<file path="src/rtl/lock_seq_pkg.sv">
// rtl/lock_seq_pkg.sv - state encoding and default widths shared by lock_sequencer
package lock_seq_pkg;
   localparam int LS_DATA_WIDTH = 14;
   localparam int LS_CNT_WIDTH  = 16;

   typedef enum logic [2:0] {
      S_IDLE    = 3'd0,
      S_SWEEP   = 3'd1,
      S_CAPTURE = 3'd2,
      S_LOCKED  = 3'd3,
      S_LOST    = 3'd4,
      S_FAULT   = 3'd5
   } lock_state_t;
endpackage

</file>
<file path="src/rtl/sweep_gen.sv">
// rtl/sweep_gen.sv - triangle ramp between signed bounds; load/advance/hold driven by the sequencer
module sweep_gen
   import lock_seq_pkg::*;
#(
   parameter int DATA_WIDTH = LS_DATA_WIDTH
) (
   input  logic                         clk,
   input  logic                         rst,
   input  logic                         i_load,
   input  logic                         i_advance,
   input  logic signed [DATA_WIDTH-1:0] i_min,
   input  logic signed [DATA_WIDTH-1:0] i_max,
   input  logic        [DATA_WIDTH-1:0] i_step,
   output logic signed [DATA_WIDTH-1:0] o_value
);
   // Two guard bits: a full-range unsigned step added to a signed value cannot wrap.
   localparam int EW = DATA_WIDTH + 2;

   logic signed [DATA_WIDTH-1:0] r_value;
   logic                         r_down;
   logic signed [EW-1:0]         w_cur;
   logic signed [EW-1:0]         w_min;
   logic signed [EW-1:0]         w_max;
   logic signed [EW-1:0]         w_step;
   logic signed [EW-1:0]         w_up;
   logic signed [EW-1:0]         w_dn;

   assign w_cur  = {{2{r_value[DATA_WIDTH-1]}}, r_value};
   assign w_min  = {{2{i_min[DATA_WIDTH-1]}}, i_min};
   assign w_max  = {{2{i_max[DATA_WIDTH-1]}}, i_max};
   assign w_step = {2'b00, i_step};
   assign w_up   = w_cur + w_step;
   assign w_dn   = w_cur - w_step;

   always_ff @(posedge clk) begin
      if (rst) begin
         r_value <= '0;
         r_down  <= 1'b0;
      end else if (i_load) begin
         r_value <= i_min;
         r_down  <= 1'b0;
      end else if (i_advance) begin
         if (i_min > i_max) begin
            r_value <= i_min;
         end else if (!r_down) begin
            if (w_up >= w_max) begin
               r_value <= i_max;
               r_down  <= 1'b1;
            end else begin
               r_value <= w_up[DATA_WIDTH-1:0];
            end
         end else begin
            if (w_dn <= w_min) begin
               r_value <= i_min;
               r_down  <= 1'b0;
            end else begin
               r_value <= w_dn[DATA_WIDTH-1:0];
            end
         end
      end
   end

   assign o_value = r_value;
endmodule

</file>
<file path="src/rtl/lock_sequencer.sv">
// rtl/lock_sequencer.sv - sweep/capture/lock sequencer for a PID loop
// LOCK_SEQ_RELOCK_EN: LOST re-enters SWEEP and counts relocks; otherwise LOST ends in FAULT.
module lock_sequencer
   import lock_seq_pkg::*;
#(
   parameter int DATA_WIDTH = LS_DATA_WIDTH,
   parameter int CNT_WIDTH  = LS_CNT_WIDTH
) (
   input  logic                         clk,
   input  logic                         rst,
   input  logic                         enable,
   input  logic signed [DATA_WIDTH-1:0] loop_input,
   input  logic signed [DATA_WIDTH-1:0] threshold,
   input  logic signed [DATA_WIDTH-1:0] sweep_min,
   input  logic signed [DATA_WIDTH-1:0] sweep_max,
   input  logic        [DATA_WIDTH-1:0] sweep_step,
   input  logic signed [DATA_WIDTH-1:0] error,
   input  logic        [DATA_WIDTH-1:0] error_tol,
   input  logic        [CNT_WIDTH-1:0]  lost_cycles,
   output logic                         pid_rst,
   output logic signed [DATA_WIDTH-1:0] i_term_preload,
   output logic signed [DATA_WIDTH-1:0] sweep_out,
   output logic                         use_pid,
   output logic                         locked,
   output logic        [2:0]            state,
   output logic        [7:0]            relock_count
);
   lock_state_t                  r_state;
   lock_state_t                  w_next;
   logic                         r_hit;
   logic [CNT_WIDTH-1:0]         r_cnt;
   logic [CNT_WIDTH-1:0]         w_cnt_next;
   logic                         r_pid_rst;
   logic                         r_locked;
   logic signed [DATA_WIDTH-1:0] r_preload;
   logic                         w_hit;
   logic                         w_over;
   logic                         w_loss;
   logic                         w_load;
   logic                         w_advance;
   logic signed [DATA_WIDTH:0]   w_err_ext;
   logic        [DATA_WIDTH:0]   w_abs_err;

   assign w_hit      = loop_input >= threshold;
   assign w_err_ext  = {error[DATA_WIDTH-1], error};
   assign w_abs_err  = error[DATA_WIDTH-1] ? -w_err_ext : w_err_ext;
   assign w_over     = w_abs_err > {1'b0, error_tol};
   assign w_cnt_next = !w_over ? '0 : ((&r_cnt) ? r_cnt : r_cnt + 1'b1);
   assign w_loss     = (lost_cycles != '0) && (w_cnt_next >= lost_cycles);

   always_comb begin
      w_next = r_state;
      case (r_state)
         S_IDLE:    if (enable) w_next = S_SWEEP;
         S_SWEEP:   if (w_hit && r_hit) w_next = S_CAPTURE;
         S_CAPTURE: w_next = S_LOCKED;
         S_LOCKED:  if (w_loss) w_next = S_LOST;
`ifdef LOCK_SEQ_RELOCK_EN
         S_LOST:    w_next = S_SWEEP;
`else
         S_LOST:    w_next = S_FAULT;
`endif
         S_FAULT:   w_next = S_FAULT;
         default:   w_next = S_IDLE;
      endcase
      if (!enable) w_next = S_IDLE;
   end

   // Ramp only moves while staying in SWEEP, so it freezes at the capture point and resumes from it.
   assign w_load    = (r_state == S_IDLE) || (w_next == S_IDLE);
   assign w_advance = (r_state == S_SWEEP) && (w_next == S_SWEEP);

   sweep_gen #(
      .DATA_WIDTH (DATA_WIDTH)
   ) u_sweep (
      .clk       (clk),
      .rst       (rst),
      .i_load    (w_load),
      .i_advance (w_advance),
      .i_min     (sweep_min),
      .i_max     (sweep_max),
      .i_step    (sweep_step),
      .o_value   (sweep_out)
   );

   always_ff @(posedge clk) begin
      if (rst) begin
         r_state   <= S_IDLE;
         r_hit     <= 1'b0;
         r_cnt     <= '0;
         r_pid_rst <= 1'b1;
         r_locked  <= 1'b0;
         r_preload <= '0;
      end else begin
         r_state   <= w_next;
         r_hit     <= (r_state == S_SWEEP) && w_hit;
         r_cnt     <= (r_state == S_LOCKED) ? w_cnt_next : '0;
         r_pid_rst <= (w_next != S_LOCKED);
         r_locked  <= (w_next == S_LOCKED);
         if (w_next == S_CAPTURE) r_preload <= sweep_out;
      end
   end

`ifdef LOCK_SEQ_RELOCK_EN
   logic [7:0] r_relock;

   always_ff @(posedge clk) begin
      if (rst) begin
         r_relock <= '0;
      end else if ((w_next == S_LOST) && (r_relock != 8'hFF)) begin
         r_relock <= r_relock + 1'b1;
      end
   end

   assign relock_count = r_relock;
`else
   assign relock_count = 8'd0;
`endif

   assign pid_rst        = r_pid_rst;
   assign use_pid        = r_locked;
   assign locked         = r_locked;
   assign i_term_preload = r_preload;
   assign state          = r_state;
endmodule

</file>
<file path="config.mk">
export PLATFORM = sky130hd
export DESIGN_NAME = lock_sequencer
export DESIGN_NICKNAME = d
export VERILOG_FILES = /design/src/rtl/lock_seq_pkg.sv /design/src/rtl/sweep_gen.sv /design/src/rtl/lock_sequencer.sv
export SDC_FILE = /design/constraint.sdc
export NUM_CORES = 1
export LEC_CHECK = 0
export CAP_MARGIN = 10
export CORE_MARGIN = 4
export CORE_UTILIZATION = 61
export DETAILED_ROUTE_END_ITERATION = 6
export DONT_BUFFER_PORTS = 1
export GPL_ROUTABILITY_DRIVEN = 0
export PLACE_DENSITY = 0.8
export SYNTH_ARGS = -nofsm -noshare
export SYNTH_HDL_FRONTEND = slang
export SYNTH_SLANG_ARGS = --single-unit
</file>
<file path="constraint.sdc">
create_clock -name clk -period 6.11 [get_ports clk]
set_clock_uncertainty 0.15 [all_clocks]
set_input_delay 0.611 -clock clk [delete_from_list [all_inputs] [get_ports clk]]
set_output_delay 0.611 -clock clk [all_outputs]
set_load 0.005 [all_outputs]
</file>
Word-level counts from Yosys, hierarchy flattened

Index checks and enable logic that the tools add are counted.

Latch bits: 0
Word-level logic and storage cells: 59
Memories: 0
Memory bits (writable): 0
Memory bits (read-only): 0
Flip-flop bits (word level): 51

Shifts and indexed selects: 0
Bitwise logic cells: 2
Muxes and demuxes: 16
Multiply operators: 0
Add/sub/neg operators: 4
Reductions and logical operators: 14
Equality and inequality tests: 9
Magnitude comparators: 6
Div/mod/pow operators: 0

Operators by type and width:

| cell                                           | number |
|---|---|
| 2-to-1 mux 14 bit                              | 6 |
| 2-to-1 mux 16 bit                              | 2 |
| adder 14 x 15 -> 16 bit                        | 1 |
| adder 16 x 1 -> 16 bit (second input constant) | 1 |
| >= comparator 16 x 14 -> 1 bit                 | 1 |
| >= comparator 16 bit                           | 1 |
| <= comparator 16 x 14 -> 1 bit                 | 1 |
| AND reduction 16 bit                           | 1 |
| nonzero test 16 bit                            | 1 |
| subtractor 14 x 15 -> 16 bit                   | 1 |
| greater-than comparator 15 x 14 -> 1 bit       | 1 |
| 2-to-1 mux 15 bit                              | 1 |
| negator 14 -> 15 bit                           | 1 |
| case mux 3 bit (5 select lines)                | 1 |
| >= comparator 14 bit                           | 1 |
| greater-than comparator 14 bit                 | 1 |
| == test 3 x 2 -> 1 bit (second input constant) | 4 |
| 2-to-1 mux 3 bit                               | 3 |
| == test 3 x 1 -> 1 bit (second input constant) | 2 |
| == test 3 bit (second input constant)          | 2 |
| zero test 3 bit                                | 2 |
| OR reduction 2 bit                             | 3 |
| logical AND 1 bit                              | 4 |
| 2-to-1 mux 1 bit                               | 3 |
| 5 further kinds                                | 6 |

Longest topological paths before layout

Word-level depth: 13
Mapped depth: 23
Mapped depth without buffers: 22

Modules after synthesis

From an unflattened synthesis, not the netlist that was laid out.

Cell total of the unflattened synthesis: 859
Area total of the unflattened synthesis: 6725.2 um2

Modules (own cells, without submodules):

| module         | cells each | area an instance (um2) | times used |
|---|---|---|---|
| sweep_gen      | 479        | 3527.1                 | 1 |
| lock_sequencer | 380        | 3198.1                 | 1 |

Worst setup path before layout

OpenSTA, ideal clock, no wires.

Kind: in2reg
From: input port error[6]
To: register r_state[1], in the netlist state[1]
Setup slack: 1.105 ns
Required time: 5.902 ns
Path buffers: 1
Stages: 19
Data arrival time: 4.797 ns
Cells stage by stage: or4_1 > or4_1 > o41ai_1 > xnor2_1 > ha_1 > a21o_1 > a21o_1 > a2111oi_2 > clkbuf_1 > nor3_1 > ha_1 > a21o_1 > a21o_1 > a21oi_1 > o21ai_0 > nand2_1 > a31oi_1 > nor3_1 > a31o_2

Cells in the longest elaborated chain, start to end: 9

Ends and longest elaborated chain:

| element                                    | RTL line             | source |
|---|---|---|
| from (decl)                                | lock_sequencer.sv:17 | `input logic signed [DATA_WIDTH-1:0] error,` |
| negator 14 -> 15 bit                       | lock_sequencer.sv:46 | `assign w_abs_err = error[DATA_WIDTH-1] ? -w_err_ext : w_err_ext;` |
| 2-to-1 mux 15 bit *                        | lock_sequencer.sv:46 |  |
| greater-than comparator 15 x 14 -> 1 bit * | lock_sequencer.sv:47 | `assign w_over = w_abs_err > {1'b0, error_tol};` |
| 2-to-1 mux 16 bit *                        | lock_sequencer.sv:48 | `assign w_cnt_next = !w_over ? '0 : ((&r_cnt) ? r_cnt : r_cnt + 1'b1);` |
| via w_cnt_next[9]                          | lock_sequencer.sv:32 | `logic [CNT_WIDTH-1:0] w_cnt_next;` |
| >= comparator 16 bit *                     | lock_sequencer.sv:49 | `assign w_loss = (lost_cycles != '0) && (w_cnt_next >= lost_cycles);` |
| logical AND 1 bit *                        | lock_sequencer.sv:49 |  |
| 2-to-1 mux 3 bit *                         | lock_sequencer.sv:57 | `S_LOCKED: if (w_loss) w_next = S_LOST;` |
| case mux 3 bit (5 select lines) *          | lock_sequencer.sv:53 | `case (r_state)` |
| 2-to-1 mux 3 bit *                         | lock_sequencer.sv:66 | `if (!enable) w_next = S_IDLE;` |
| to (signal assigned)                       | lock_sequencer.sv:95 | `r_state <= w_next;` |
| to (decl)                                  | lock_sequencer.sv:28 | `lock_state_t r_state;` |

The timed path passes the listed nets; every way through them passes the cells marked *.
A chain may end at the register's enable or synchronous reset.

Worst setup path after layout

Same ends and word-level chain as after synthesis.

==> metrics <==
status completed; Max Clock Freq 188 MHz; Gate Count Post-Synth 839; Syn Area/Cell 7.69 µm²; grt peak-use layer met2; Total Neg Setup Slack 0 ns; CP Launch Point error[6]; CTS tree done; pin count of the biggest net entering global routing 24; Max rail drop VDD 0.000141 V; port bufs 0; synth-to-layout area growth 2.39%; GR Util met1 0.324; Area after DPL 6480 µm²; vias 6109; leading area contributor after synthesis ha_1; number of flops mapped to enable cells by yosys 0; num ports 159; FP Rows 37; Maximum Capacitance Violations 0; post-cts sizing count 0; Top delay family on crit path compound AO/OA/AOI/OAI gates; Slew Limit Fails 0; Tcrit/Tclk final 0.871; Final nets 1059; Worst-Skew Late Latency 0.31 ns; total die area 12300 µm²; Synth Register Bits 51; Worst Path Max Fanout 17; unrepaired setup endpoints after global routing no; Startpoint Class primary input; TritonCTS Buffers 5; hold slack final 0.206 ns; most used cell, CP a21o_1; Setup Buffers After CTS 0; power density over the cells 169 nW/µm²; Final Critical Period 5.32 ns; via density per instance 6.39; top cell type's share of synthesized area 0.235; hold_sp rst; clk buf depth 2; Cell variety after synth 66; Global Route met2 Usage 0.480; GRT met3 Usage 0.0671; r2r startpoint u_sweep.o_value[0]$_SDFFE_PP0P_; Leakage 3.18 nW; Cell Area, Synth 6450 µm²; worst path bufs/invs 0; height of the die 111 µm; root buffer cell clkbuf_8; Post-DRT Antenna Nets 0; Syn. warnings 0; Slew Limit Headroom 0.129; number of global-route vias before repair 6113; Core Area 10300 µm²; global route total overflow 0; WL final 17400 µm; CTS Hold Bufs 0; DR WL/cell 18.2 µm; crit end category register; Min-Delay Path Class in2reg; largest incremental delay on the critical path 0.85 ns; Die X 111 µm; worst-path cell chain or4_1, or4_1, o41ai_1, xnor2_1, ha_1, a21o_1, a21o_1, o21ai_1, nor3_1, ha_1, a21o_1, a21o_1, a21oi_1, o21ai_0, nand2_1, a31oi_1, nor3_1, a31o_2; Finish-stage setup viols 0; initial antenna violation count 0; Post-synth top flop dfxtp_1; Pre-antenna DRT Iters 6; CP max stage cell o21ai_1; Slew @ Worst Pin 1.29 ns; CP Data Arrival Time 5.39 ns; Async S/R FF share, synth 0; H-tree levels 2; design area 6610 µm²; Worst-path clk slew 0.10 ns; Synth area leaders ha_1 (23%), dfxtp_1 (16%), inv_1 (6.1%); Hold Fails Final Rpt 0; initial core utilization 0.625; diode count 0; drt initial violations 387; Remaining DRCs 0; commonest cells after routing, fill and taps aside ha_1 (121), inv_1 (105), nor2_1 (61); hpwl dp 14700 µm; layout cell share with drive strength beyond 1 0.0317; register area share after synthesis 0.158; first-pass GRT wire length 28900 µm; clk sinks 51; commonest non-fill, non-tap cell in the layout ha_1; WS Path Type in2reg; Worst EP required 6.18 ns; Global Route Usage Sum 0.276
routing by layer:
metal  vias to the layer above  part of all wire
li1                       2958                 -
met1                      2800              0.39
met2                       284              0.48
met3                        67             0.086
met4                         0             0.041
met5                         -                 0
metrics by stage:
step                std cells  power [mW]  setup slack, ns   util
floorplan                 846       0.750             1.11      -
global placement          948       0.826            0.713  0.628
detailed placement        948       0.850            0.467  0.628
CTS                       956        1.11            0.794  0.640
global route              956        1.19            0.371  0.640
finish                    956        1.11            0.789  0.640
worst reg2reg max path, cell delays in order (launching register included):
cell and delay (ns):
dfxtp_1 0.39, ha_1 0.23, fa_1 0.41, nand2b_1 0.13, a221oi_1 0.11, o41ai_1 0.43, a221o_1 0.27, a21oi_1 0.09
xnor2_1 0.27, ha_1 0.32, a2111oi_0 0.36, nand2_1 0.13, o221a_2 0.28, a311oi_1 0.22, nand3b_1 0.32, nand2b_1 0.31
a21o_1 0.22, a311oi_1 0.31
report_power, final:
part	internal, mW	switching (mW)
Clock	0.135	0.124
Combinational	0.205	0.293
Sequential	0.340	0.0168
final cells by class:
cell class,instances,area [µm²]
clock inverters,2,38.8
fillers,909,3720
well taps,136,170
multi-input cells,652,4870
repair buffers,4,30.0
flip-flops and latches,51,1020
clock buffers,6,82.6
inverters,105,394
synthesized netlist by cell type, types with 9 or more instances:
cell and n:
a21o_1 19, ha_1 121, buf_4 11, nor2b_1 13, clkbuf_1 19, mux2i_1 19
o211ai_1 13, a21oi_1 48, dfxtp_1 51, nand3_1 22, xor2_1 14, inv_1 105
nand2_1 48, o21ai_0 33, nand4_1 18, nor2_1 61, xnor2_1 31, nor3_1 40
a31oi_1 9, nand2b_1 16, a221oi_1 12
path summary, 6_finish.rpt:
| path | slack (ns) | endpoint | cells past startpoint |
|---|---|---|---|
| hold / removal | 0.21 | i_term_preload[11]$_SDFFE_PP0N_ | 1 |
| setup / recovery | 0.79 | state[1]$_SDFF_PP0_ | 18 |
| setup reg to reg | 1.07 | u_sweep.o_value[0]$_SDFFE_PP0P_ | 17 |
| hold reg to reg | 0.39 | i_term_preload[4]$_SDFFE_PP0N_ | 2 |
logic make-up (layout without fill, tap and decap cells):
kind of cell / after synthesis / in the layout / synth area share
AOI/OAI and AO/OA: 191 / 191 / 0.204
muxes: 21 / 21 / 0.0330
other: 1 / 8 / 0.000581
buffers and inverters: 143 / 117 / 0.0931
xor gates and xnor gates: 45 / 45 / 0.0611
adders and majority gates: 123 / 123 / 0.241
DFF: 51 / 51 / 0.158
and+or+nand+nor: 264 / 264 / 0.209
sequential cells by signal, summed over array words and instances (netlist names):
signal           cells
pid_rst              1
r_cnt               16
u_sweep.r_down       1
u_sweep.o_value     14
i_term_preload      14
locked               1
state                3
r_hit                1
No activity file was read; power rests on OpenSTA's default activity.
